==> src/rtl/pc_gen_pkg.sv <==
// Shared fetch-stage definitions: flow-control encodings, reset vector default and next-PC source select.
// Used by pc_gen and pc_ras; the RVC_EN macro (16-bit instruction support) is consumed in pc_gen.
package pc_gen_pkg;

   localparam int FLOW_WIDTH = 2;

   localparam logic [FLOW_WIDTH-1:0] FLOW_WORK    = 2'd0;
   localparam logic [FLOW_WIDTH-1:0] FLOW_STOP    = 2'd1;
   localparam logic [FLOW_WIDTH-1:0] FLOW_REFRESH = 2'd2;

   localparam logic [31:0] RESET_VEC_DEFAULT = 32'h0000_0000;

   typedef enum logic [2:0] {
      SEL_RESET,
      SEL_TRAP,
      SEL_HOLD,
      SEL_REDIR,
      SEL_RAS,
      SEL_SEQ
   } pc_sel_e;

   // Any code other than WORK/STOP restarts the fetch stream.
   function automatic logic flow_is_refresh(input logic [FLOW_WIDTH-1:0] flow);
      return (flow != FLOW_WORK) && (flow != FLOW_STOP);
   endfunction

endpackage

==> src/rtl/pc_ras.sv <==
// Return-address stack: circular buffer with a top pointer and saturating count.
// When full, a push overwrites the oldest entry; push+pop together replaces the top.
module pc_ras
   import pc_gen_pkg::*;
#(
   parameter int W     = 32,
   parameter int DEPTH = 4
) (
   input  logic         clk,
   input  logic         rst_n,
   input  logic         clr_i,
   input  logic         en_i,
   input  logic         push_i,
   input  logic         pop_i,
   input  logic [W-1:0] din_i,
   output logic [W-1:0] top_o,
   output logic         empty_o,
   output logic         full_o
);

   localparam int PW = $clog2(DEPTH);
   localparam int CW = PW + 1;

   logic [W-1:0]  mem_q [DEPTH];
   logic [W-1:0]  mem_d [DEPTH];
   logic [PW-1:0] top_q, top_d;
   logic [CW-1:0] cnt_q, cnt_d;
   logic          empty_q, empty_d;
   logic          full_q, full_d;
   logic          non_empty;

   assign non_empty = (cnt_q != '0);

   always_comb begin
      mem_d = mem_q;
      top_d = top_q;
      cnt_d = cnt_q;
      if (clr_i) begin
         top_d = '0;
         cnt_d = '0;
      end else if (en_i) begin
         if (push_i && pop_i && non_empty) begin
            mem_d[top_q] = din_i;
         end else if (push_i) begin
            top_d        = top_q + PW'(1);
            mem_d[top_d] = din_i;
            if (cnt_q != CW'(DEPTH)) cnt_d = cnt_q + CW'(1);
         end else if (pop_i && non_empty) begin
            top_d = top_q - PW'(1);
            cnt_d = cnt_q - CW'(1);
         end
      end
      empty_d = (cnt_d == '0);
      full_d  = (cnt_d == CW'(DEPTH));
   end

   // Storage needs no reset: the count alone decides which entries are live.
   always_ff @(posedge clk) begin
      mem_q <= mem_d;
      if (!rst_n) begin
         top_q   <= '0;
         cnt_q   <= '0;
         empty_q <= 1'b1;
         full_q  <= 1'b0;
      end else begin
         top_q   <= top_d;
         cnt_q   <= cnt_d;
         empty_q <= empty_d;
         full_q  <= full_d;
      end
   end

   assign top_o   = mem_q[top_q];
   assign empty_o = empty_q;
   assign full_o  = full_q;

endmodule

==> src/rtl/pc_gen.sv <==
// Fetch-stage program counter: priority next-PC mux, PC register and RAS prediction.
// Define RVC_EN to enable 2-byte increments for 16-bit instructions and halfword alignment.
module pc_gen
   import pc_gen_pkg::*;
#(
   parameter int                   CPU_WIDTH = 32,
   parameter logic [CPU_WIDTH-1:0] RESET_VEC = CPU_WIDTH'(RESET_VEC_DEFAULT),
   parameter int                   RAS_DEPTH = 4
) (
   input  logic                  clk,
   input  logic                  rst_n,
   input  logic                  jtag_reset_flag_i,
   input  logic [FLOW_WIDTH-1:0] flow_pc_i,
   input  logic                  trap_valid_i,
   input  logic [CPU_WIDTH-1:0]  trap_pc_i,
   input  logic                  redir_valid_i,
   input  logic [CPU_WIDTH-1:0]  redir_pc_i,
   input  logic                  ras_push_i,
   input  logic [CPU_WIDTH-1:0]  ret_addr_i,
   input  logic                  ras_pop_i,
   input  logic                  inst_len16_i,
   output logic [CPU_WIDTH-1:0]  curr_pc_o,
   output logic                  pc_valid_o,
   output logic                  ras_empty_o,
   output logic                  ras_full_o,
   output logic                  misalign_o
);

   logic [CPU_WIDTH-1:0] pc_q, pc_d;
   logic                 valid_q, valid_d;
   logic [CPU_WIDTH-1:0] pc_inc;
   logic [CPU_WIDTH-1:0] ras_top;
   logic                 ras_clr;
   logic                 ras_en;
   pc_sel_e              pc_sel;

`ifdef RVC_EN
   assign pc_inc     = inst_len16_i ? CPU_WIDTH'(2) : CPU_WIDTH'(4);
   assign misalign_o = pc_q[0];
`else
   logic unused_len16;
   assign unused_len16 = inst_len16_i;
   assign pc_inc       = CPU_WIDTH'(4);
   assign misalign_o   = |pc_q[1:0];
`endif

   assign ras_clr = jtag_reset_flag_i || flow_is_refresh(flow_pc_i);
   assign ras_en  = (flow_pc_i == FLOW_WORK) && !trap_valid_i;

   always_comb begin
      pc_sel  = SEL_SEQ;
      pc_d    = pc_q + pc_inc;
      valid_d = 1'b1;
      if (ras_clr)                          pc_sel = SEL_RESET;
      else if (trap_valid_i)                pc_sel = SEL_TRAP;
      else if (flow_pc_i == FLOW_STOP)      pc_sel = SEL_HOLD;
      else if (redir_valid_i)               pc_sel = SEL_REDIR;
      else if (ras_pop_i && !ras_empty_o)   pc_sel = SEL_RAS;
      case (pc_sel)
         SEL_RESET: begin pc_d = RESET_VEC; valid_d = 1'b0; end
         SEL_TRAP:  pc_d = trap_pc_i;
         SEL_HOLD:  begin pc_d = pc_q; valid_d = valid_q; end
         SEL_REDIR: pc_d = redir_pc_i;
         SEL_RAS:   pc_d = ras_top;
         default:   pc_d = pc_q + pc_inc;
      endcase
   end

   always_ff @(posedge clk) begin
      if (!rst_n) begin
         pc_q    <= RESET_VEC;
         valid_q <= 1'b0;
      end else begin
         pc_q    <= pc_d;
         valid_q <= valid_d;
      end
   end

   pc_ras #(
      .W     (CPU_WIDTH),
      .DEPTH (RAS_DEPTH)
   ) u_ras (
      .clk     (clk),
      .rst_n   (rst_n),
      .clr_i   (ras_clr),
      .en_i    (ras_en),
      .push_i  (ras_push_i),
      .pop_i   (ras_pop_i),
      .din_i   (ret_addr_i),
      .top_o   (ras_top),
      .empty_o (ras_empty_o),
      .full_o  (ras_full_o)
   );

   assign curr_pc_o  = pc_q;
   assign pc_valid_o = valid_q;

endmodule

==> config.mk <==
export PLATFORM = sky130hd
export DESIGN_NAME = pc_gen
export DESIGN_NICKNAME = d
export VERILOG_FILES = /design/src/rtl/pc_gen_pkg.sv /design/src/rtl/pc_ras.sv /design/src/rtl/pc_gen.sv
export SDC_FILE = /design/constraint.sdc
export NUM_CORES = 1
export LEC_CHECK = 0
export ABC_AREA = 1
export ABC_CLOCK_PERIOD_IN_PS = 3300
export BUFFER_PORTS_ARGS = -buffer_cell sky130_fd_sc_hd__clkbuf_2
export CORE_MARGIN = 5
export CORE_UTILIZATION = 53
export CTS_BUF_LIST = sky130_fd_sc_hd__clkbuf_2
export DETAILED_ROUTE_END_ITERATION = 8
export PLACE_DENSITY = 0.81
export SYNTH_ARGS = -nofsm -noshare
export SYNTH_HDL_FRONTEND = slang
export SYNTH_HIERARCHICAL = 1
export SYNTH_SLANG_ARGS = --single-unit
==> constraint.sdc <==
create_clock -name clk -period 3.3 [get_ports clk]
set_input_delay 0.495 -clock clk [delete_from_list [all_inputs] [get_ports clk]]
set_output_delay 0.495 -clock clk [all_outputs]
set_load 0.05 [all_outputs]
==> run metrics, run 1 <==
final net count 1,338; Initial Util 54.25%; worst slack, placed 0.6485 ns; Required @ worst endpoint 3.99 ns; Routed Antenna Nets 0; Peak supply drop 0.2062 mV; Post-CTS Setup Inserts 0; most frequent cells in the layout nor2_1 (267), nand2_1 (198), clkbuf_2 (160), edfxtp_1 (128), o21ai_0 (84); number of CTS-inserted buffers 17; Yosys cell types 39; ys flop type edfxtp_1; WHS Endpoint curr_pc_o[12]$_SDFFE_PN0P_; Core Region 16,640 um^2; hold path cells 5; Setup Viol. Count Final 0; chip width 140.5 um; GR Overflow Total 0; fin crit share 81.24%; largest area contributor in the netlist edfxtp_1; CP max-delay cell nor2_2; setup slack, reg-to-reg 0.64 ns; CP Class in2reg; routability cong. 0.9693; element type at the critical path end flip-flop; register area 4646 um^2; layout cells sized above 1 18.30%; Post-Syn Area per Cell 8.268 um^2; DR vias/cell 5.554; largest cells by area after synthesis edfxtp_1 (43%), nor2_1 (11%), dfxtp_1 (8.9%), nand2_1 (8.2%), o21ai_0 (4.7%); post-synthesis sequential area ratio 51.44%; CTS tree yes; cell row count 47; WP depth 10; crit-path max cell delay 0.67 ns; DIE AREA 19,750 um^2; Hold/Removal Path Class in2reg; Clock Pin Slew Worst Setup and Hold Paths 0.25 ns; asr flop ratio synth 0%; max-slew violations 0; Slew HR 32.09%; clk root buf clkbuf_2; Max-Cap Viols 0; Worst Hold Launch trap_pc_i[12]; Sink Count 168; via count 8,087; Reg2Reg Launch Point u_ras/top_q[0]$_SDFFE_PP0P_; post-synthesis cell count 1,092; Die Ht 140.5 um; critical path's top delay family simple AND/OR/NAND/NOR gates; clock latency on the worst-skew pair 0.74 ns; 1st-pass router iterations 5; Synth top area share 42.57%; net count after synthesis 1,208; total detailed-routing wirelength 24,880 um; multi-input logic area 3737 um^2; CP Launch Type input port; Initial DRC Count 797; Top Ports 142; Bufs and invs on worst path 4; Clock Tree Buf Depth 2; final hold viol count 0; Ys Warns 6; Post-synth EDFFs 128; Pwr Density 390.2 nW/um^2; IO Port Bufs 140; largest net degree at the start of global routing 69; status finished, final reports clean; Critical Path AT 3.37 ns; Fin Setup TNS 0 ns; total global-route track usage 25.27%; RSZ-0062 raised after global routing false; first-pass GRT wire length 39,810 um; via count of the first global-routing pass 7,860; placed wire-length estimate 16,830 um; worst path cell trace dlygate4sd3_1, clkbuf_2, inv_1, nand2_2, nor2_4, nand2_1, nor2_2, nand2_1, a41oi_1, dlygate4sd3_1; Leak 0.004345 uW; Remaining DRCs 0; initial antenna violation count 1; flop and latch count out of synthesis 168; minimum clock period 2.681 ns; final setup skew 0.03054 ns; worst setup margin 0.6190 ns; FF-to-FF path depth 5; Mapped Area 9029 um^2; fmax 373.0 MHz; commonest non-fill, non-tap cell in the layout nor2_1; worst r2r dst u_ras/mem_q[81]$_DFFE_PP_; post-DR wirelength/cell 17.09 um; crit-path max FO 21; Worst Max-Slew Pin Slew 1.016 ns; Area Overhead vs Synth 13.29%; H-tree depth 4; fill cell count 1,443
[through the flow]
stage,utilization (%),cell area [um^2],hold slack [ns],instances,total power (uW)
after detailed placement,58.91,9803,0.4910,1413,2648
after floorplan,-,9029,0.5820,1092,2523
after global routing,61.46,10230,0.02592,1456,4127
final,61.46,10230,0.06396,1456,3991
after global placement,58.91,9803,0.4824,1413,2643
after CTS,61.45,10230,0.001194,1455,4001
[cell type report]
class | instances | area share [%]
inverter | 87 | 3.193
timing repair buffer | 164 | 8.979
clock inverter | 12 | 2.177
multi-input combinational | 784 | 36.54
antenna | 1 | 0.02446
clock buffer | 20 | 0.9786
sequential | 168 | 45.42
tap | 220 | 2.691
[routing by layer]
metal	wire length, um	vias to the layer above	part of all wire (%)	GRT usage, %
li1	-	3898	-	-
met1	10170	3769	41	33.55
met2	11980	381	48	41.10
met3	2118	39	8.5	4.840
met4	618	0	2.5	9.893
met5	0	-	0	0
[tightest hold or removal path, cell delays in order]
cell	delay, ns
clkbuf_2	0.08
nand2_1	0.06
nand3_1	0.08
nand2_1	0.06
nor2_1	0.04
[state kept, by name (all words and copies together), names as in the netlist]
signal / flops
curr_pc_o: 32
pc_valid_o: 1
u_ras/cnt_q: 3
u_ras/empty_o: 1
u_ras/full_o: 1
u_ras/mem_q: 128
u_ras/top_q: 2
[power breakdown]
part / leakage (uW) / total [uW] / internal (uW) / switching, uW
clock network: 0.000188 / 1380 / 661 / 714
registers: 0.00150 / 2290 / 2270 / 22.9
logic: 0.00266 / 322 / 111 / 211
[logic make-up (layout without fill, tap and decap cells)]
logic type               Yosys count  after routing  synth area share (%)
buffers and inverters            140            283                 7.303
adder cells (fa/ha/maj)           10             10                 1.386
AND/OR/NAND/NOR                  595            595                 28.27
flip-flops                       168            168                 51.44
AO/OA/AOI/OAI                    167            167                 10.13
XOR/XNOR                          10             10                0.9700
other                              0              1                     0
multiplexers                       2              2                0.4989
[worst max path at each step]
stage                                      startpoint                    endpoint  slack, ns
after detailed placement  u_ras/top_q[0]$_SDFFE_PP0P_   u_ras/mem_q[88]$_DFFE_PP_       0.65
after floorplan           u_ras/top_q[0]$_SDFFE_PP0P_  u_ras/mem_q[100]$_DFFE_PP_       0.04
after global routing      u_ras/top_q[0]$_SDFFE_PP0P_   u_ras/mem_q[76]$_DFFE_PP_       0.45
after global placement    u_ras/top_q[0]$_SDFFE_PP0P_   u_ras/mem_q[85]$_DFFE_PP_       0.71
after CTS                 u_ras/top_q[0]$_SDFFE_PP0P_   u_ras/mem_q[81]$_DFFE_PP_       0.63
final                               jtag_reset_flag_i   curr_pc_o[0]$_SDFFE_PN0P_       0.62
[cells in the mapped netlist, types with 7 or more instances]
master      n
inv_1      79
nand2_2     7
dfxtp_1    40
buf_4       8
buf_6      12
o21ai_0    84
nand2_1   198
o22ai_1    36
nand3b_1   14
nand4_1    16
nor2_1    272
edfxtp_1  128
buf_2      11
nand3_1    67
a21oi_1    38
ha_1       10
clkbuf_1   22
inv_2       7
[what timing repair did]
action,CTS,global route
hold buffers,10,0
endpoints found under the hold margin,7,0
resized for setup,0,0
Power figures use the tool's default switching activity.
==> run 2, diff against run 1 <==
ABC_CLOCK_PERIOD_IN_PS = 2500   (was 3300)
CORE_UTILIZATION = 59   (was 53)
PLACE_DENSITY = 0.86   (was 0.81)
clock period = 2.5 ns   (was 3.3 ns; I/O delays follow)
==> run metrics, run 2 (synthesis results as in run 1) <==
status finished, final reports clean; 1st-pass router iterations 6 (+1); CTS tree yes; placed wire-length estimate 16,940 um (+0.61%); Core Region 15,090 um^2 (-9.3%); clock latency on the worst-skew pair 0.71 ns (-0.03 ns); Clock power frac 26.7% (-7.8 points); total detailed-routing wirelength 25,560 um (+2.7%); Max-Cap Viols 0 (unchanged); Critical Path AT 2.99 ns (-0.38 ns); Fin Setup TNS 0 ns (unchanged); Largest register FFs 128 (unchanged); fin crit share 93.46%; CP Class reg2reg; Die Ht 133.7 um (-4.8%); tightest hold margin 0.06167 ns (-0.002294 ns); largest net degree at the start of global routing 39 (-43%); post-DR wirelength/cell 17.00 um (-0.51%); sequential power share 62.6% (+5.1 points); Worst Max-Slew Pin Slew 0.6500 ns (-0.3664 ns); Worst Hold Launch trap_pc_i[31]; clk root buf clkbuf_2; commonest non-fill, non-tap cell in the layout nor2_1; crit-path max cell delay 0.57 ns (-0.10 ns); fmax 428.0 MHz; final net count 1,418 (+6.0%); Top reg by flops u_ras/mem_q; Initial Util 59.83% (+5.6 points); H-tree depth 4 (unchanged); crit-path max FO 24 (+14%); IO Port Bufs 140 (unchanged); DR vias/cell 5.693 (+2.5%); Top Ports 142 (unchanged); DIE AREA 17,880 um^2 (-9.5%); minimum clock period 2.336 ns; Switching Share 26.09% (+2.3 points); RSZ-0062 raised after global routing false; final setup skew 0.02384 ns (-0.006703 ns); Clock Tree Buf Depth 2 (unchanged); first-pass GRT wire length 40,940 um (+2.8%); CP max-delay cell dlygate4sd3_1; Pint 3571 uW (+17%); # diodes 0 (-1); critical path startpoint u_ras/top_q[0]$_SDFFE_PP0P_; Pwr Density 442.0 nW/um^2 (+13%); layout cells sized above 1 18.25% (-0.049 points); Area Overhead vs Synth 21.05%; Setup Viol. Count Final 0 (unchanged); number of CTS-inserted buffers 17 (unchanged); most frequent cells in the layout nor2_1 (267), nand2_1 (198), clkbuf_2 (159), edfxtp_1 (128), o21ai_0 (84); element type at the critical path end flip-flop; Slew HR 56.40% (+24 points); via count 8,557 (+5.8%); Initial DRC Count 945 (+19%); CP Launch Type flip-flop; via count of the first global-routing pass 8,267 (+5.2%); Leak 0.004669 uW (+7.4%); most frequent CP cell a21oi_1; Required @ worst endpoint 3.15 ns (-0.84 ns); Reg2Reg Launch Point u_ras/top_q[0]$_SDFFE_PP0P_; Remaining DRCs 0 (unchanged); max-slew violations 0 (unchanged); initial antenna violation count 0 (-1); Clock Pin Slew Worst Setup and Hold Paths 0.23 ns (-0.02 ns); worst path cell trace buf_12, buf_4, o21ai_0, o22ai_1, nand3_1, nand2_1, a21oi_1, dlygate4sd3_1, a21oi_1; fill cell count 1,128 (-22%); Switch Pwr 1260 uW (+33%); Peak supply drop 0.3631 mV (+76%); Sink Count 168 (unchanged); GR Overflow Total 0 (unchanged); Routed Antenna Nets 0 (unchanged); chip width 133.7 um (-4.8%); cell row count 45 (-4.3%); routability cong. 0.9652 (-0.42%); total global-route track usage 28.85% (+3.6 points); Hold/Removal Path Class in2reg; Logic pwr share 10.7% (+2.6 points); final hold viol count 0 (unchanged)
run 2: cell type report:
type,instances,area [um^2],area share [%]
flip-flops and latches,168,4648,42.53
multi-input cells,784,3759,34.39
repair buffers,244,1755,16.06
inverters,87,330.3,3.022
well taps,188,235.2,2.152
clock inverters,13,106.4,0.9731
clock buffers,19,95.09,0.8701
run 2: power groups by stage:
stage | logic (uW) | registers [uW] | clock network, uW
after floorplan | 192 | 3140 | 0
after CTS | 503 | 3030 | 1300
after detailed placement | 413 | 3090 | 0
after global routing | 562 | 3030 | 1430
final | 518 | 3030 | 1290
after global placement | 405 | 3080 | 0
run 2: worst paths after layout:
kind                                                   end  slack (ns)  depth (start not counted)
worst max-delay path             curr_pc_o[9]$_SDFFE_PN0P_        0.16                          9
worst min-delay path            curr_pc_o[31]$_SDFFE_PN0P_        0.06                          5
worst max register to register   curr_pc_o[9]$_SDFFE_PN0P_        0.16                          9
worst min register to register     pc_valid_o$_SDFFE_PN0P_        0.58                          2
run 2: per-layer routing:
layer / GRT usage [%] / vias up / routed length (um)
met5: 0 / - / 0
met4: 13.09 / 0 / 1071
met3: 5.589 / 83 / 2485
met2: 48.48 / 495 / 12170
met1: 36.17 / 3925 / 9824
li1: - / 4054 / -
run 2: critical path, delay by kind of cell (launching register included):
kind | cells | cell delay (ns)
buffers and inverters | 3 | 0.93
flip-flops | 1 | 0.46
AO/OA/AOI/OAI | 4 | 0.64
AND/OR/NAND/NOR | 2 | 0.24
run 2: what timing repair did:
action | in CTS | in global routing
gates resized for setup | 0 | 7
buffers inserted | 0 | 3
hold buffers | 75 | 0
setup endpoints to repair | 0 | 10
endpoints found under the hold margin | 146 | 0
run 2: through the flow:
stage / util (%) / instance area [um^2] / power [uW] / instances / setup WS (ns)
floorplan: - / 9054 / 3330 / 1092 / 0.03134
global placement: 65.65 / 9906 / 3489 / 1393 / 0.5148
detailed placement: 65.65 / 9906 / 3498 / 1393 / 0.4697
CTS: 71.96 / 10860 / 4830 / 1500 / 0.1226
global route: 72.43 / 10930 / 5023 / 1503 / 0.04891
finish: 72.43 / 10930 / 4831 / 1503 / 0.1636
